==> src/rtl/console_tx.sv <==
// Memory-mapped console transmitter: snoops CPU stores, queues the low byte of
// stores to the data register and shifts queued bytes out as 8N1 serial frames.
module console_tx #(
    parameter logic [31:0] CONSOLE_ADDR = 32'h0000_FFF0,
    parameter logic [31:0] CTRL_ADDR    = 32'h0000_FFF4,
    parameter int          DEPTH        = 8,
    parameter int          CLKS_PER_BIT = 16
) (
    input  logic                       clk,
    input  logic                       reset,
    input  logic                       mem_write,
    input  logic [31:0]                mem_addr,
    input  logic [31:0]                mem_wdata,
    output logic                       tx,
    output logic                       tx_busy,
    output logic [$clog2(DEPTH):0]     fifo_count,
    output logic                       overflow
);

    localparam int PW = $clog2(DEPTH);
    localparam int CW = PW + 1;
    localparam int TW = $clog2(CLKS_PER_BIT);

    localparam logic [1:0] IDLE  = 2'd0;
    localparam logic [1:0] START = 2'd1;
    localparam logic [1:0] DATA  = 2'd2;
    localparam logic [1:0] STOP  = 2'd3;

    logic [7:0]    fifoMem [DEPTH];
    logic [PW-1:0] wrPtrReg;
    logic [PW-1:0] rdPtrReg;
    logic [CW-1:0] countReg;
    logic [CW-1:0] countNext;
    logic          overflowReg;

    logic [1:0]    stateReg;
    logic [1:0]    stateNext;
    logic [TW-1:0] timerReg;
    logic [TW-1:0] timerNext;
    logic [2:0]    bitIdxReg;
    logic [2:0]    bitIdxNext;
    logic [7:0]    shiftReg;
    logic [7:0]    shiftNext;
    logic          txReg;
    logic          txNext;

    logic          push;
    logic          ctrlWrite;
    logic          pop;
    logic          full;
    logic          fifoEmpty;
    logic          accept;
    logic          dropped;
    logic          timerEnd;
    logic [7:0]    headByte;
    logic          unusedWdata;

    assign unusedWdata = ^mem_wdata[31:8];

    assign push      = mem_write && (mem_addr == CONSOLE_ADDR);
    assign ctrlWrite = mem_write && (mem_addr == CTRL_ADDR);
    assign full      = (countReg == CW'(DEPTH));
    assign fifoEmpty = (countReg == '0);
    // A full FIFO still takes the byte when the head leaves on the same edge.
    assign accept    = push && (!full || pop);
    assign dropped   = push && full && !pop;
    assign timerEnd  = (timerReg == TW'(CLKS_PER_BIT - 1));
    assign headByte  = fifoMem[rdPtrReg];

    always_comb begin
        countNext = countReg;
        case ({accept, pop})
            2'b10:   countNext = countReg + CW'(1);
            2'b01:   countNext = countReg - CW'(1);
            default: countNext = countReg;
        endcase
    end

    always_ff @(posedge clk) begin
        if (accept) begin
            fifoMem[wrPtrReg] <= mem_wdata[7:0];
        end
    end

    always_ff @(posedge clk or posedge reset) begin
        if (reset) begin
            wrPtrReg    <= '0;
            rdPtrReg    <= '0;
            countReg    <= '0;
            overflowReg <= 1'b0;
        end else begin
            countReg <= countNext;
            if (accept) begin
                wrPtrReg <= wrPtrReg + PW'(1);
            end
            if (pop) begin
                rdPtrReg <= rdPtrReg + PW'(1);
            end
            // Setting wins over a clear on the same edge.
            if (dropped) begin
                overflowReg <= 1'b1;
            end else if (ctrlWrite) begin
                overflowReg <= 1'b0;
            end
        end
    end

    always_comb begin
        stateNext  = stateReg;
        timerNext  = timerEnd ? '0 : timerReg + TW'(1);
        bitIdxNext = bitIdxReg;
        shiftNext  = shiftReg;
        txNext     = txReg;
        pop        = 1'b0;
        case (stateReg)
            IDLE: begin
                timerNext = '0;
                txNext    = 1'b1;
                if (!fifoEmpty) begin
                    pop       = 1'b1;
                    shiftNext = headByte;
                    stateNext = START;
                    txNext    = 1'b0;
                end
            end
            START: begin
                if (timerEnd) begin
                    stateNext  = DATA;
                    bitIdxNext = 3'd0;
                    txNext     = shiftReg[0];
                end
            end
            DATA: begin
                if (timerEnd) begin
                    if (bitIdxReg == 3'd7) begin
                        stateNext = STOP;
                        txNext    = 1'b1;
                    end else begin
                        shiftNext  = shiftReg >> 1;
                        bitIdxNext = bitIdxReg + 3'd1;
                        txNext     = shiftReg[1];
                    end
                end
            end
            STOP: begin
                // Chain straight into the next frame when bytes are waiting.
                if (timerEnd) begin
                    if (!fifoEmpty) begin
                        pop       = 1'b1;
                        shiftNext = headByte;
                        stateNext = START;
                        txNext    = 1'b0;
                    end else begin
                        stateNext = IDLE;
                        txNext    = 1'b1;
                    end
                end
            end
            default: begin
                stateNext = IDLE;
                timerNext = '0;
                txNext    = 1'b1;
            end
        endcase
    end

    always_ff @(posedge clk or posedge reset) begin
        if (reset) begin
            stateReg  <= IDLE;
            timerReg  <= '0;
            bitIdxReg <= '0;
            shiftReg  <= '0;
            txReg     <= 1'b1;
        end else begin
            stateReg  <= stateNext;
            timerReg  <= timerNext;
            bitIdxReg <= bitIdxNext;
            shiftReg  <= shiftNext;
            txReg     <= txNext;
        end
    end

    assign tx         = txReg;
    assign tx_busy    = (stateReg != IDLE);
    assign fifo_count = countReg;
    assign overflow   = overflowReg;

endmodule

==> config.mk <==
export PLATFORM = sky130hd
export DESIGN_NAME = console_tx
export DESIGN_NICKNAME = d
export VERILOG_FILES = /design/src/rtl/console_tx.sv
export SDC_FILE = /design/constraint.sdc
export NUM_CORES = 1
export LEC_CHECK = 0
export BUFFER_PORTS_ARGS = -buffer_cell sky130_fd_sc_hd__buf_4
export CAP_MARGIN = 20
export CORE_UTILIZATION = 50
export CTS_CLUSTER_DIAMETER = 30
export DETAILED_ROUTE_END_ITERATION = 7
export PLACE_DENSITY = 0.78
export SYNTH_ARGS = -nofsm -noshare
export SYNTH_HDL_FRONTEND = slang
export SYNTH_SLANG_ARGS = --single-unit
==> constraint.sdc <==
create_clock -name clk -period 2.8 [get_ports clk]
set_input_delay 0 -clock clk [delete_from_list [all_inputs] [get_ports clk]]
set_output_delay 0 -clock clk [all_outputs]
set_load 0.005 [all_outputs]
==> out/qor.yml, run 1 <==
run_status:
  run_status: "complete, no violations"
synthesis:
  yosys.area_share.simple_pct: 7.93
  synth_xor_xnor_area_share_pct: 1.75
  seq_area_frac_synth_pct: 66.1
  synth_fa_ha_area_share_pct: 3.93
  syn_area_per_cell_um2: 15.7
  ys.flop_type: "edfxtp_1"
  muxShareOfSynthArea_pct: 12.3
  syn_area_um2: 4010
  synth_cells: 255
  synth_edf_count: 64
  synth_nets: 334
  netlist.area_leader.share_pct: 48.0
  synth_area_leader_cell: "edfxtp_1"
  async_flop_share_pct: 31.2
  synth_top_family_by_area: "multiplexers"
  synth_cell_type_count: 43
  synth.yosys.warnings: 0
  synth_area_leaders: "edfxtp_1 48%, dfrtp_1 17%, mux4_2 9.0%"
  ys_ff_latch: 93
  synth_compound_area_share_pct: 6.53
power_and_ir_drop:
  power_density_nw_per_um2: 485
  p_leak_nw: 1.84
  ir_drop_uv: 550
  power_mw: 2.37
sta:
  final.setup.tns_ns: 0
  fin_crit_ns: 2.51
  rsz0062_at_grt: "no"
  setup_viol: 0
  min_period_over_period_pct: 89.5
  finalHoldViolations: 0
  fmax_mhz: 399
  layout_setup_ws_ns: 0.293
  slew_violations: 0
  tightest_slew_ns: 0.806
  skew_ns: 0.0139
  maxSlewHeadroom_pct: 46.3
clocking:
  cts.sinks: 93
  cts_buffers: 9
  clockBufferDepth: 2
  h-tree-depth: 3
  cts.clk_slew.worst_paths_ns: 0.09
  cts_tree: "yes"
  clock-root-buffer: "clkbuf_8"
  worstSkewPairLatency_ns: 0.36
hold_path:
  min_path_type: "input pin to async pin"
setup_path:
  critPathSlowestCell: "dfrtp_1"
  worstSetupPathType: "flip-flop to flip-flop"
  path_delay_family: "compound AO/OA/AOI/OAI gates"
  r2r_setup_slack_ns: 0.29
  crit_path_max_fanout: 9
  max_stage_delay_ns: 0.43
  worst_setup_path_end_kind: "flip-flop"
  startpoint_type: "flip-flop"
  path_buf_inv: 1
  worstPathRequired_ns: 3.08
  crit_chain: "inv_1 > ha_2 > a41oi_1 > nor3_1 > o31a_2 > ha_1 > a21o_1 > a21oi_1 > nor2_1 > a32oi_1 > xnor2_1"
  arrival_ns: 2.79
grt:
  grt_use_met3_pct: 4.69
  grt_max_degree: 30
  overflow: 0
  grt_first_pass_wirelength_mm: 12.3
  antenna_found_initial: 0
  grt_pass1_vias: 2499
  gr-max-usage-layer: "met2"
  grt_util_met2_pct: 33.6
  grtUsageTotal_pct: 19.6
  met1_usage_pct: 24.8
finish:
  layout-drive-gt1-share_pct: 30.4
  fillCellCount: 550
  regArea_um2: 2650
  n_antenna_cell: 0
  layout_commonest_cell: "edfxtp_1"
  layout_common_cells: "64 x edfxtp_1, 62 x buf_4, 28 x dfrtp_1, 19 x o21ai_0, 16 x mux4_2"
  fin_area_um2: 4880
  multiInputGateArea_um2: 1300
  areaGrowthSynthToFinish_pct: 21.8
  num-nets-final: 411
route:
  postRouteAntennaNets: 0
  drt-total-wl_mm: 7.38
  drc: 0
  viasPerCell: 5.44
  routedWlPerCell_um: 16.8
  drt_iter0_drc: 88
  vias: 2383
  firstDrtPassIters: 4
floorplan:
  die_h_um: 91.5
  start_util_pct: 51.9
  dieArea_um2: 8380
  rows: 32
  core_region_area_um2: 7730
  io-pin-count: 74
  fp.dieW_um: 91.5
placed_design:
  placed_area_um2: 4570
  gp_congestion: 0.742
  dpl.hpwl_mm: 4.94
  io_buffer_count: 49
  place_ws_ns: 0.157
job:
  cap_viol_max_count: 0
## kinds of logic (layout without fill, tap and decap cells)
group,after synthesis,in the layout
compound gates,41,41
xor+xnor,8,8
fa+ha+maj,12,12
buf+inv,15,96
flops,93,93
mux,29,29
simple gates,57,57
## cell usage after synthesis, types with 2 or more instances
| cell type | count |
|---|---|
| mux2i_1 | 10 |
| nor2_1 | 9 |
| a21oi_1 | 5 |
| mux2_2 | 3 |
| dfrtp_1 | 28 |
| nand2b_1 | 3 |
| nand2_1 | 13 |
| edfxtp_1 | 64 |
| nor3b_1 | 2 |
| o21ai_0 | 19 |
| clkbuf_1 | 5 |
| inv_1 | 8 |
| nor2b_1 | 3 |
| nor3_1 | 7 |
| ha_1 | 11 |
| nand3_1 | 4 |
| xnor2_1 | 8 |
| mux4_2 | 16 |
| a22oi_1 | 6 |
| nor4_1 | 5 |
| nand4b_1 | 2 |
| nand4_1 | 3 |
## registers in the layout (all words and copies together), names as in the netlist
| name | flops |
|---|---|
| timerReg | 4 |
| wrPtrReg | 3 |
| stateReg | 2 |
| bitIdxReg | 3 |
| overflow | 1 |
| rdPtrReg | 3 |
| fifo_count | 4 |
| tx | 1 |
| fifoMem | 64 |
| shiftReg | 8 |
## cell type report
class                      count  share of cell area, %
sequential                    93                   54.3
timing repair buffer          73                   12.1
inverter                       8                  0.615
tap                          102                   2.61
clock inverter                 6                   1.13
clock buffer                   9                   2.54
multi-input combinational    147                   26.7
## worst min-delay path, cell delays in order
cell	delay, ns
dlygate4sd3_1	0.53
buf_4	0.13
inv_1	0.25
## final timing paths
path | from | depth (start not counted) | endpoint
worst max-delay path | stateReg[0] | 11 | fifo_count[3]
min in group clk | mem_addr[3] | 5 | overflow
worst min register to register | tx | 2 | tx
worst min-delay path | reset | 3 | timerReg[2]
max in group asynchronous | reset | 4 | tx
worst max register to register | stateReg[0] | 11 | fifo_count[3]
## through the flow
| stage | instances | util [%] | hold slack, ns |
|---|---|---|---|
| after detailed placement | 412 | 59.2 | 0.214 |
| after global routing | 438 | 63.2 | 0.166 |
| after global placement | 412 | 59.2 | 0.214 |
| final | 438 | 63.2 | 0.149 |
| after floorplan | 255 | - | 0.0774 |
| after CTS | 437 | 62.8 | 0.142 |
## per-layer routing
layer	up-vias	wire (µm)	part of all wire, %
met5	-	0	0
met4	0	70	0.95
met3	11	328	4.4
met2	53	3820	52
met1	1166	3160	43
li1	1153	-	-
## power breakdown
part	internal, mW	leakage, nW	switching (mW)
logic	0.0518	0.818	0.0305
registers	1.47	0.937	0.00000000168
clock network	0.336	0.0862	0.480
## what timing repair did
item	CTS	global route
setup buffers	0	0
hold endpoints to repair	94	0
hold buffers	10	0
endpoints found under the setup margin	0	1
resized for setup	0	1
Note: power is estimated with default switching activity, not from simulation.
==> run 2, diff against run 1 <==
- RECOVER_POWER: unset -> 25
==> out/qor.yml, run 2 (synthesis results as in run 1) <==
sta:
  layout_setup_ws_ns: 0.289
  skew_ns: 0.0139
  slew_violations: 0
  final.setup.tns_ns: 0
  rsz0062_at_grt: "no"
  setup_viol: 0
  maxSlewHeadroom_pct: 43.8
  fin_crit_ns: 2.51
  min_period_over_period_pct: 89.7
  fmax_mhz: 398
  tightest_slew_ns: 0.842
  finalHoldViolations: 0
clocking:
  cts.sinks: 93
  cts_setup_buffers: 0
  cts_buffers: 9
  cts.clk_slew.worst_paths_ns: 0.09
  cts_tree: "yes"
  h-tree-depth: 3
  clock-root-buffer: "clkbuf_8"
  worstSkewPairLatency_ns: 0.36
  clockBufferDepth: 2
grt:
  grt_util_met2_pct: 33.6
  grt_pass1_vias: 2499
  grt_first_pass_wirelength_mm: 12.3
  overflow: 0
  grtUsageTotal_pct: 19.6
  gr-max-usage-layer: "met2"
  antenna_found_initial: 0
  grt_use_met3_pct: 4.69
  met1_usage_pct: 24.8
  grt_max_degree: 30
setup_path:
  crit_path_start: "stateReg[0]"
  arrival_ns: 2.79
  crit_path_max_fanout: 9
  startpoint_type: "flip-flop"
  worstPathRequired_ns: 3.08
  worst_setup_path_end_kind: "flip-flop"
  r2r_cells: 11
  timing.rr.end: "fifo_count[3]"
  r2r_setup_slack_ns: 0.29
  worstSetupPathType: "flip-flop to flip-flop"
  rr_startpoint: "stateReg[0]"
finish:
  num-nets-final: 411
  regArea_um2: 2650
  layout-drive-gt1-share_pct: 28.6
  largest_reg_flops: 64
  multiInputGateArea_um2: 1300
  layout_common_cells: "64 x edfxtp_1, 55 x buf_4, 28 x dfrtp_1, 19 x o21ai_0, 16 x mux4_2"
  top_regs: "fifoMem: 64 flops, shiftReg: 8 flops"
  fin_util_pct: 62.9
  fillCellCount: 557
  n_antenna_cell: 0
  areaGrowthSynthToFinish_pct: 21.3
  largest-register: "fifoMem"
  layout_commonest_cell: "edfxtp_1"
route:
  vias: 2398
  drt-total-wl_mm: 7.42
  routedWlPerCell_um: 16.9
  postRouteAntennaNets: 0
  viasPerCell: 5.47
  drc: 0
  drt_iter0_drc: 82
  firstDrtPassIters: 4
floorplan:
  fp.dieW_um: 91.5
  io-pin-count: 74
  dieArea_um2: 8380
  rows: 32
  core_region_area_um2: 7730
  start_util_pct: 51.9
  die_h_um: 91.5
power_and_ir_drop:
  seqPwrFrac_pct: 62.2
  power.clock.fraction_pct: 34.5
  pwr-share-comb_pct: 3.3
  p_sw_mw: 0.510
  power_density_nw_per_um2: 487
  swShare_pct: 21.6
  internal_power_mw: 1.85
  ir_drop_uv: 549
  p_leak_nw: 1.82
hold_path:
  min_path_type: "input pin to async pin"
job:
  cap_viol_max_count: 0
placed_design:
  dpl.hpwl_mm: 4.94
  place_ws_ns: 0.157
  io_buffer_count: 49
  gp_congestion: 0.742
run_status:
  run_status: "complete, no violations"
[run 2: cell count changes in the layout (fill, tap and decap cells not counted)]
cell / change
clkbuf_1: +6
clkbuf_4: +1
buf_4: -7
[run 2: how the worst max path moves through the flow]
stage | endpoint | depth (start not counted)
after CTS | fifo_count[3] | 11
after floorplan | fifoMem[0][0] | 7
after global placement | fifo_count[3] | 10
final | fifo_count[3] | 11
after detailed placement | fifo_count[3] | 10
after global routing | fifo_count[3] | 11
[run 2: area by class of cell]
cell class                 count  share of cell area, %
clock buffer                   9                   2.55
clock inverter                 6                   1.13
inverter                       8                  0.618
multi-input combinational    147                   26.8
sequential                    93                   54.5
tap                          102                   2.63
timing repair buffer          73                   11.7
[run 2: layer usage]
metal  part of all wire, %  routed length, µm
met2                    51               3810
met5                     0                  0
met4                  0.94                 70
met3                   4.4                326
met1                    43               3210
[run 2: what timing repair did]
item                       in CTS  in global routing
setup endpoints to repair       0                  1
resized for setup               0                  1
hold endpoints to repair       94                  0
hold buffers                   10                  0
[run 2: power by group through the flow]
| stage | clock network, mW | logic, mW | registers, mW |
|---|---|---|---|
| 2_1_floorplan | 0 | 0.00876 | 1.50 |
| 3_3_place_gp | 0 | 0.0636 | 1.50 |
| 3_5_place_dp | 0 | 0.0667 | 1.50 |
| 4_1_cts | 0.840 | 0.0779 | 1.47 |
| 5_1_grt | 0.887 | 0.0861 | 1.47 |
| 6_report | 0.816 | 0.0783 | 1.47 |
[run 2: per-stage QoR]
step           hold slack (ns)  cell area (µm²)  instances  total power, mW
2_1_floorplan           0.0774             4010        255             1.51
3_3_place_gp             0.214             4570        412             1.56
3_5_place_dp             0.214             4570        412             1.57
4_1_cts                  0.142             4850        437             2.39
5_1_grt                  0.166             4860        438             2.44
6_report                 0.146             4860        438             2.36
[run 2: worst max-delay path: stages (launching register included)]
cell,delay [ns]
dfrtp_1,0.44
inv_1,0.10
ha_2,0.27
a41oi_1,0.10
nor3_1,0.28
o31a_2,0.23
ha_1,0.23
a21o_1,0.18
a21oi_1,0.18
nor2_1,0.06
a32oi_1,0.23
xnor2_1,0.15
